`src/rtl/rvvi_flow_ctrl.sv`:
```
`default_nettype none
// +--------------------------------------------------------------------------+
// | rvvi_flow_ctrl: windowed, gap-paced transmit gating for the RVVI trace   |
// | link, driven by decoded host acknowledgements, with link timeout.        |
// | Revision: 1.0                                                            |
// +--------------------------------------------------------------------------+
module rvvi_flow_ctrl #(
    parameter int FRAME_COUNT_WIDTH = 64,
    parameter int MAX_OUTSTANDING   = 8,
    parameter int INIT_DELAY        = 0,
    parameter int TIMEOUT_CYCLES    = 1000000
) (
    input  logic                         clk,
    input  logic                         reset,
    input  logic                         AckValid,
    input  logic [FRAME_COUNT_WIDTH-1:0] AckFrameCount,
    input  logic [31:0]                  AckDelay,
    input  logic                         TxReq,
    output logic                         TxGrant,
    input  logic                         TxDone,
    output logic [FRAME_COUNT_WIDTH-1:0] SentCount,
    output logic [FRAME_COUNT_WIDTH-1:0] AckedCount,
    output logic [FRAME_COUNT_WIDTH-1:0] Outstanding,
    output logic                         AckError,
    output logic                         Timeout
);

    localparam int                         c_IDLE_W     = $clog2(TIMEOUT_CYCLES + 1);
    localparam logic [c_IDLE_W-1:0]        c_TIMEOUT    = c_IDLE_W'(TIMEOUT_CYCLES);
    localparam logic [c_IDLE_W-1:0]        c_IDLE_ONE   = c_IDLE_W'(1);
    localparam logic [FRAME_COUNT_WIDTH-1:0] c_MAX_OUT  = FRAME_COUNT_WIDTH'(MAX_OUTSTANDING);
    localparam logic [FRAME_COUNT_WIDTH-1:0] c_CNT_ONE  = FRAME_COUNT_WIDTH'(1);
    localparam logic [FRAME_COUNT_WIDTH-1:0] c_CNT_ZERO = '0;
    localparam logic [31:0]                c_INIT_DELAY = 32'(INIT_DELAY);

    typedef enum logic [1:0] {
        IDLE    = 2'd0,
        SENDING = 2'd1,
        GAP     = 2'd2
    } state_t;

    state_t                         r_state;
    state_t                         w_next_state;
    logic [FRAME_COUNT_WIDTH-1:0]   r_sent;
    logic [FRAME_COUNT_WIDTH-1:0]   r_acked;
    logic [31:0]                    r_delay;
    logic [31:0]                    r_gap;
    logic [c_IDLE_W-1:0]            r_idle_cnt;
    logic                           r_ack_error;
    logic                           r_timeout;

    logic [FRAME_COUNT_WIDTH-1:0]   w_outstanding;
    logic [FRAME_COUNT_WIDTH-1:0]   w_ack_dist;
    logic                           w_accept;
    logic                           w_idle_clr;
    logic                           w_frame_done;
    logic                           w_grant;

    // Wrap-safe window check: the acked count may only move forward, and
    // never past the frames already completed before this edge.
    assign w_outstanding = r_sent - r_acked;
    assign w_ack_dist    = AckFrameCount - r_acked;
    assign w_accept      = AckValid && (w_ack_dist <= w_outstanding);
    assign w_idle_clr    = w_accept || (w_outstanding == c_CNT_ZERO);
    assign w_frame_done  = (r_state == SENDING) && TxDone;

    always_ff @(posedge clk) begin
        if (reset) begin
            r_state <= IDLE;
        end else begin
            r_state <= w_next_state;
        end
    end

    always_comb begin
        w_next_state = r_state;
        w_grant      = 1'b0;
        case (r_state)
            IDLE: begin
                w_grant = TxReq && (w_outstanding < c_MAX_OUT) && !reset;
                if (w_grant) begin
                    w_next_state = SENDING;
                end
            end
            SENDING: begin
                if (TxDone) begin
                    w_next_state = (r_delay == 32'd0) ? IDLE : GAP;
                end
            end
            GAP: begin
                if (r_gap == 32'd1) begin
                    w_next_state = IDLE;
                end
            end
            default: w_next_state = IDLE;
        endcase
    end

    always_ff @(posedge clk) begin
        if (reset) begin
            r_sent      <= '0;
            r_acked     <= '0;
            r_delay     <= c_INIT_DELAY;
            r_gap       <= '0;
            r_idle_cnt  <= '0;
            r_ack_error <= 1'b0;
            r_timeout   <= 1'b0;
        end else begin
            if (w_frame_done) begin
                r_sent <= r_sent + c_CNT_ONE;
            end
            if (w_accept) begin
                r_acked <= AckFrameCount;
                r_delay <= AckDelay;
            end
            // The gap loads the delay in force before this edge, so a
            // concurrent acknowledgement only affects later frames.
            if (w_frame_done) begin
                r_gap <= r_delay;
            end else if (r_state == GAP) begin
                r_gap <= r_gap - 32'd1;
            end
            r_ack_error <= AckValid && !w_accept;
            if (w_idle_clr) begin
                r_idle_cnt <= '0;
            end else if (r_idle_cnt != c_TIMEOUT) begin
                r_idle_cnt <= r_idle_cnt + c_IDLE_ONE;
            end
            if (w_accept) begin
                r_timeout <= 1'b0;
            end else if (!w_idle_clr && (r_idle_cnt >= c_TIMEOUT - c_IDLE_ONE)) begin
                r_timeout <= 1'b1;
            end
        end
    end

    assign TxGrant     = w_grant;
    assign SentCount   = r_sent;
    assign AckedCount  = r_acked;
    assign Outstanding = w_outstanding;
    assign AckError    = r_ack_error;
    assign Timeout     = r_timeout;

endmodule
`default_nettype wire

```
`config.mk`:
```
export PLATFORM = sky130hd
export DESIGN_NAME = rvvi_flow_ctrl
export DESIGN_NICKNAME = d
export VERILOG_FILES = /design/src/rtl/rvvi_flow_ctrl.sv
export SDC_FILE = /design/constraint.sdc
export NUM_CORES = 1
export LEC_CHECK = 0
export CORE_MARGIN = 10
export CORE_UTILIZATION = 55
export CTS_CLUSTER_DIAMETER = 30
export DETAILED_ROUTE_END_ITERATION = 6
export PLACE_DENSITY = 0.81
export SETUP_SLACK_MARGIN = 0.4
export SLEW_MARGIN = 20
export SYNTH_ARGS = -nofsm -noshare
export SYNTH_HDL_FRONTEND = slang
export SYNTH_SLANG_ARGS = --single-unit
export TNS_END_PERCENT = 5
```
`constraint.sdc`:
```
create_clock -name clk -period 17.28 [get_ports clk]
set_input_delay 5.184 -clock clk [delete_from_list [all_inputs] [get_ports clk]]
set_output_delay 5.184 -clock clk [all_outputs]
set_load 0.01 [all_outputs]
```
After elaboration in Yosys (flattened, before gate mapping)

Cells that the tools add are included.

Flip-flop bits (word level): 216
Bits in latches: 0
Bits in writable memories: 0
ROM bits: 0
Output and inout bits: 195
Memories kept: 0

Add/sub/neg operators: 5
$mul: 0
Div/mod/pow operators: 0
Order comparisons: 3
Equality and inequality tests: 7
Shift operators: 0
Muxes and demuxes: 8
Bitwise gates (word level): 0
Reductions and logical operators: 17

Operator list:

| operator                                              | number |
|---|---|
| subtractor 64 bit                                     | 2 |
| adder 64 x 1 -> 64 bit (second input constant)        | 1 |
| <= comparator 64 bit                                  | 1 |
| logical NOT 64 bit                                    | 1 |
| < comparator 64 x 4 -> 1 bit (second input constant)  | 1 |
| 2-to-1 mux 32 bit                                     | 2 |
| equality test 32 x 1 -> 1 bit (second input constant) | 1 |
| logical NOT 32 bit                                    | 1 |
| subtractor 32 x 1 -> 32 bit (second input constant)   | 1 |
| adder 20 x 1 -> 20 bit (second input constant)        | 1 |
| >= comparator 20 bit (second input constant)          | 1 |
| != test 20 bit (second input constant)                | 1 |
| 2-to-1 mux 2 bit                                      | 4 |
| logical AND 1 bit                                     | 6 |
| != test 2 bit (second input constant)                 | 3 |
| case mux 2 bit (3 select lines)                       | 1 |
| OR reduction 2 bit                                    | 2 |
| logical NOT 1 bit                                     | 3 |
| AND reduction 3 bit                                   | 1 |
| equality test 2 x 1 -> 1 bit (second input constant)  | 1 |
| equality test 2 bit (second input constant)           | 1 |
| logical NOT 2 bit                                     | 1 |
| nonzero test 2 bit                                    | 1 |
| logical OR 1 bit                                      | 1 |
| 2-to-1 mux 1 bit                                      | 1 |

Depth between registers and ports, before layout

Depth in word-level cells: 6
Gate-level depth with buffers: 32

Least setup slack after synthesis

OpenSTA, ideal clock, no wires.

Path type: in2reg
Start point: input port AckFrameCount[4]
End point: register r_acked[34], in the netlist AckedCount[34]
Library setup time: 0.128 ns
Data arrival time: 11.226 ns
Setup slack: 5.927 ns
Stages: 29
Buffers on the path: 3
Cell sequence: ha_1 -> a21o_1 -> a31oi_1 -> a21boi_0 -> o32ai_1 -> o21ai_0 -> a2111oi_0 -> o21ai_1 -> a21oi_1 -> o211ai_1 -> a31o_2 -> a21oi_1 -> xnor2_1 -> ha_1 -> nand4_1 -> nor4_1 -> nand4_1 -> or3_1 -> nor4_1 -> a211oi_1 -> and2_1 -> o31ai_1 -> a21oi_1 -> o21ai_1 -> buf_2 -> buf_2 -> buf_2 -> mux2i_1 -> nor2_1

Word-level cells in the longest chain between the ends: 3

Ends and longest elaborated chain:

| element              | RTL line | RTL |
|---|---|---|
| from (decl)          | 16       | `input logic [FRAME_COUNT_WIDTH-1:0] AckFrameCount,` |
| subtractor 64 bit    | 62       | `assign w_ack_dist = AckFrameCount - r_acked;` |
| <= comparator 64 bit | 63       | `assign w_accept = AckValid && (w_ack_dist <= w_outstanding);` |
| logical AND 1 bit    | 63       |  |
| to (signal assigned) | 113      | `r_acked <= AckFrameCount;` |
| to (decl)            | 45       | `logic [FRAME_COUNT_WIDTH-1:0] r_acked;` |

Every way passes these cells.
A chain may end at the register's enable or synchronous reset.

Worst setup path in the final report

Start point: input port AckFrameCount[15]
End point: register r_acked[7], in the netlist AckedCount[7]

Same word-level chain as after synthesis.

==> impl_metrics.ini <==
[power]
cell_internal_pwr_mw = 1.482
net-switching-power_mw = 0.8506
power.total_mw = 2.333
power.sequential.fraction_pct = 23.5
part_of_the_power_in_the_clock_network_pct = 38.5
worst_vdd_ir_v = 0.00008950
power.density_nw_per_um2 = 98.11
leakagePower_nw = 10.42
power.switching_fraction_pct = 36.46
combPwrFrac_pct = 37.9

[min_path]
holdPathEnd = Timeout
min_path_cells = 2
worst_hold_startpoint = Timeout
hold_class = flip-flop to flip-flop

[outcome]
status = finished clean

[logic_synthesis]
synth.distinct_cells = 85
synthesis.area_sq_um = 18960
yosys-mux-area-fraction_pct = 5.656
synth-adder-area-share_pct = 12.95
synth.top_cells.by_area = sky130_fd_sc_hd__dfxtp_1 (23%), sky130_fd_sc_hd__ha_1 (13%), sky130_fd_sc_hd__a21oi_1 (6.0%)
synthArstFlopShare_pct = 0
warnings_from_yosys = 0
ys_ff_latch = 216
yosys.area.top_type = sky130_fd_sc_hd__dfxtp_1
most_common_cell_in_the_synthesized_netlist = sky130_fd_sc_hd__nor2_1
synth.top_cell.area_share_pct = 22.81
synthXorXnorAreaFrac_pct = 7.709
dominantRegCellSynth = sky130_fd_sc_hd__dfxtp_1
postSynthAreaPerCell_sq_um = 7.469
synth_top_family_by_area = simple AND/OR/NAND/NOR gates
synth_sequential_area_ratio_pct = 22.81
simple_gate_fraction_of_synth_area_pct = 23.34
synth_enable_flop_cells = 0
synth_nets = 2834
ys_top_cells_by_count = sky130_fd_sc_hd__nor2_1 (293), sky130_fd_sc_hd__a21oi_1 (227), sky130_fd_sc_hd__dfxtp_1 (216)
postSynthCellCount = 2538
synth-compound-area-share_pct = 21.74

[floorplanning]
die-height_microns = 205.7
fp-row-count = 67
die_w_microns = 205.7
initial_core_util_pct = 56.11
design.portCount = 296
dieArea_sq_um = 42290
placeableCoreArea_sq_um = 33780

[worst_setup_path]
rr_startpoint = AckedCount[15]
critPathSlowestCell = sky130_fd_sc_hd__a2111oi_0
startpoint_type = input port
depth_of_the_worst_register_to_register_path = 29
required_ns = 17.72
crit_type = input port to flip-flop
rrSetupSlack_ns = 8.34
arrival_time_of_the_worst_setup_path_ns = 13.98
rr_endpoint = AckedCount[7]
max_stage_delay_on_crit_path_ns = 0.98
worstSetupEndpointType = flip-flop
crit_fanout = 37

[finish]
syn_to_final_growth_pct = 25.43
final_net_count = 3087
layout-drive-gt1-share_pct = 4.356

[route]
average_routed_wire_per_standard_cell_microns = 20.51
drt_initial_violations = 1780
route.vias.total = 20270
routed_wirelength_microns = 67120
post_dr_vias_cell = 6.193
drt_drc_violations_left = 0
drt_pre_antenna_iters = 5
drtAntennaViolNets = 0

[clock_network]
cts.hold.buffers_added = 0
cts.repair.resized = 0
cts_made_buffers = 48
cts_num_sinks = 216
clock_latency_of_the_later_clocked_register_in_the_worst_skew_pair_ns = 0.61
cts.path.max_buffers = 3
cts_tree = built
cts-root-buf = sky130_fd_sc_hd__clkbuf_16
clock_edge_transition_at_the_registers_on_the_reported_setup_and_hold_paths_ns = 0.05
cts_post_setup_buffers_inserted = 0
htree_levels = 2

[sta]
period_needed_ns = 13.54
fmax_mhz = 73.86
final-hold-violation-count = 0
finalSetupTns_ns = 0
final.setup_skew_ns = 0.03724
unrepaired_setup_endpoints_after_global_routing = no
worstMarginPinSlew_ns = 1.016
final_number_of_max_transition_violations = 0
worst_slew_margin_rel_pct = 30.49
setup_viol_count_final = 0
finalCritPeriodShare_pct = 78.35

[global_routing]
global_route.overflow_total = 0
number_of_global_route_vias_before_repair = 19360
grt_first_pass_wirelength_microns = 103900
grt_max_degree = 85
groute.usage.overall_pct = 30.21
grt_antenna_before_repair = 1

[placed_design]
dp.final_hpwl_microns = 52870
place.port_buffers = 295
gp_congestion = 0.9932

[job]
max_cap_violations = 0
routing by layer:
| layer | up-vias | GRT usage [%] | share of wire, % |
|---|---|---|---|
| met5 | - | 0 | 0 |
| met3 | 138 | 6.212 | 8.8 |
| met4 | 0 | 11.84 | 3.3 |
| met2 | 914 | 49.84 | 46 |
| li1 | 9662 | - | - |
| met1 | 9555 | 37.83 | 42 |
power groups by stage:
stage               sequential, mW  clock (mW)  combinational [mW]
finish                       0.549       0.899               0.885
global route                 0.552       0.932               0.961
CTS                          0.549       0.906               0.871
detailed placement           0.557           0               0.862
global placement             0.556           0               0.845
floorplan                    0.559           0               0.561
worst max-delay path by stage:
stage / from / end / slack [ns] / cells after the start
6_report: AckFrameCount[15] / AckedCount[7] / 3.74 / 29
5_1_grt: AckFrameCount[15] / AckedCount[7] / 3.51 / 29
4_1_cts: AckFrameCount[15] / AckedCount[7] / 4.06 / 29
3_5_place_dp: AckFrameCount[4] / AckedCount[5] / 3.53 / 30
3_3_place_gp: AckFrameCount[4] / AckedCount[7] / 3.72 / 30
2_1_floorplan: AckFrameCount[4] / AckedCount[34] / 5.93 / 29
placed cells by master, fill, tap and decap left out, types with 13 or more instances in the layout:
master and count:
sky130_fd_sc_hd__a221oi_1 15, sky130_fd_sc_hd__dfxtp_1 216, sky130_fd_sc_hd__nand2_1 208, sky130_fd_sc_hd__nand3_1 78, sky130_fd_sc_hd__xor2_1 75, sky130_fd_sc_hd__mux2i_1 106
sky130_fd_sc_hd__nor4_1 37, sky130_fd_sc_hd__nor2_1 293, sky130_fd_sc_hd__clkbuf_16 48, sky130_fd_sc_hd__clkdlybuf4s50_1 294, sky130_fd_sc_hd__or3_1 30, sky130_fd_sc_hd__nor3_1 69
sky130_fd_sc_hd__o21ai_1 17, sky130_fd_sc_hd__a211oi_1 18, sky130_fd_sc_hd__buf_4 14, sky130_fd_sc_hd__and2_1 17, sky130_fd_sc_hd__o211ai_1 18, sky130_fd_sc_hd__and4_1 13
sky130_fd_sc_hd__nand2b_1 23, sky130_fd_sc_hd__nand4_1 71, sky130_fd_sc_hd__o21bai_1 16, sky130_fd_sc_hd__inv_1 179, sky130_fd_sc_hd__o31ai_1 14, sky130_fd_sc_hd__xnor2_1 90
sky130_fd_sc_hd__and3_1 30, sky130_fd_sc_hd__a21oi_1 227, sky130_fd_sc_hd__a21o_1 75, sky130_fd_sc_hd__ha_1 193, sky130_fd_sc_hd__o21a_1 34, sky130_fd_sc_hd__o21ai_0 103
sky130_fd_sc_hd__nor2b_1 18
layout make-up:
class	count	area [sq um]
multi-input cells	2035	13550
fillers	2739	10010
flip-flops and latches	216	4324
repair buffers	309	3059
clock buffers	56	1261
inverters	181	680.7
well taps	448	560.5
clock inverters	27	337.8
diodes	1	2.502
critical path: cells and delay by family:
kind / cells / cell delay [ns]
compound gates: 13 / 4.21
simple gates: 10 / 2.26
buf+inv: 3 / 1.40
fa+ha+maj: 2 / 0.57
mux: 1 / 0.27
per-stage QoR:
stage / hold WS [ns] / setup slack, ns / utilization [%] / cells / instance area [sq um]
after detailed placement: 0.4676 / 3.526 / 65.64 / 3189 / 22180
after floorplan: 0.4439 / 5.927 / - / 2538 / 18960
final: 0.4737 / 3.741 / 70.38 / 3273 / 23780
after CTS: 0.4797 / 4.056 / 70.38 / 3272 / 23780
after global placement: 0.4531 / 3.722 / 65.64 / 3189 / 22180
after global routing: 0.5090 / 3.506 / 70.38 / 3273 / 23780
sequential cells by signal, indices dropped and copies added (netlist names):
signal	flops
AckedCount	64
SentCount	64
r_delay	32
r_gap	32
r_idle_cnt	20
r_state	2
AckError	1
Timeout	1
cells by family (layout without fill, tap and decap cells):
kind of cell | after synthesis | in the layout
mux | 107 | 107
flops | 216 | 216
fa+ha+maj | 195 | 195
compound gates | 645 | 645
xor+xnor | 166 | 166
buf+inv | 287 | 573
other cells | 0 | 1
simple gates | 922 | 922
No activity file was read; power rests on OpenSTA's default activity.
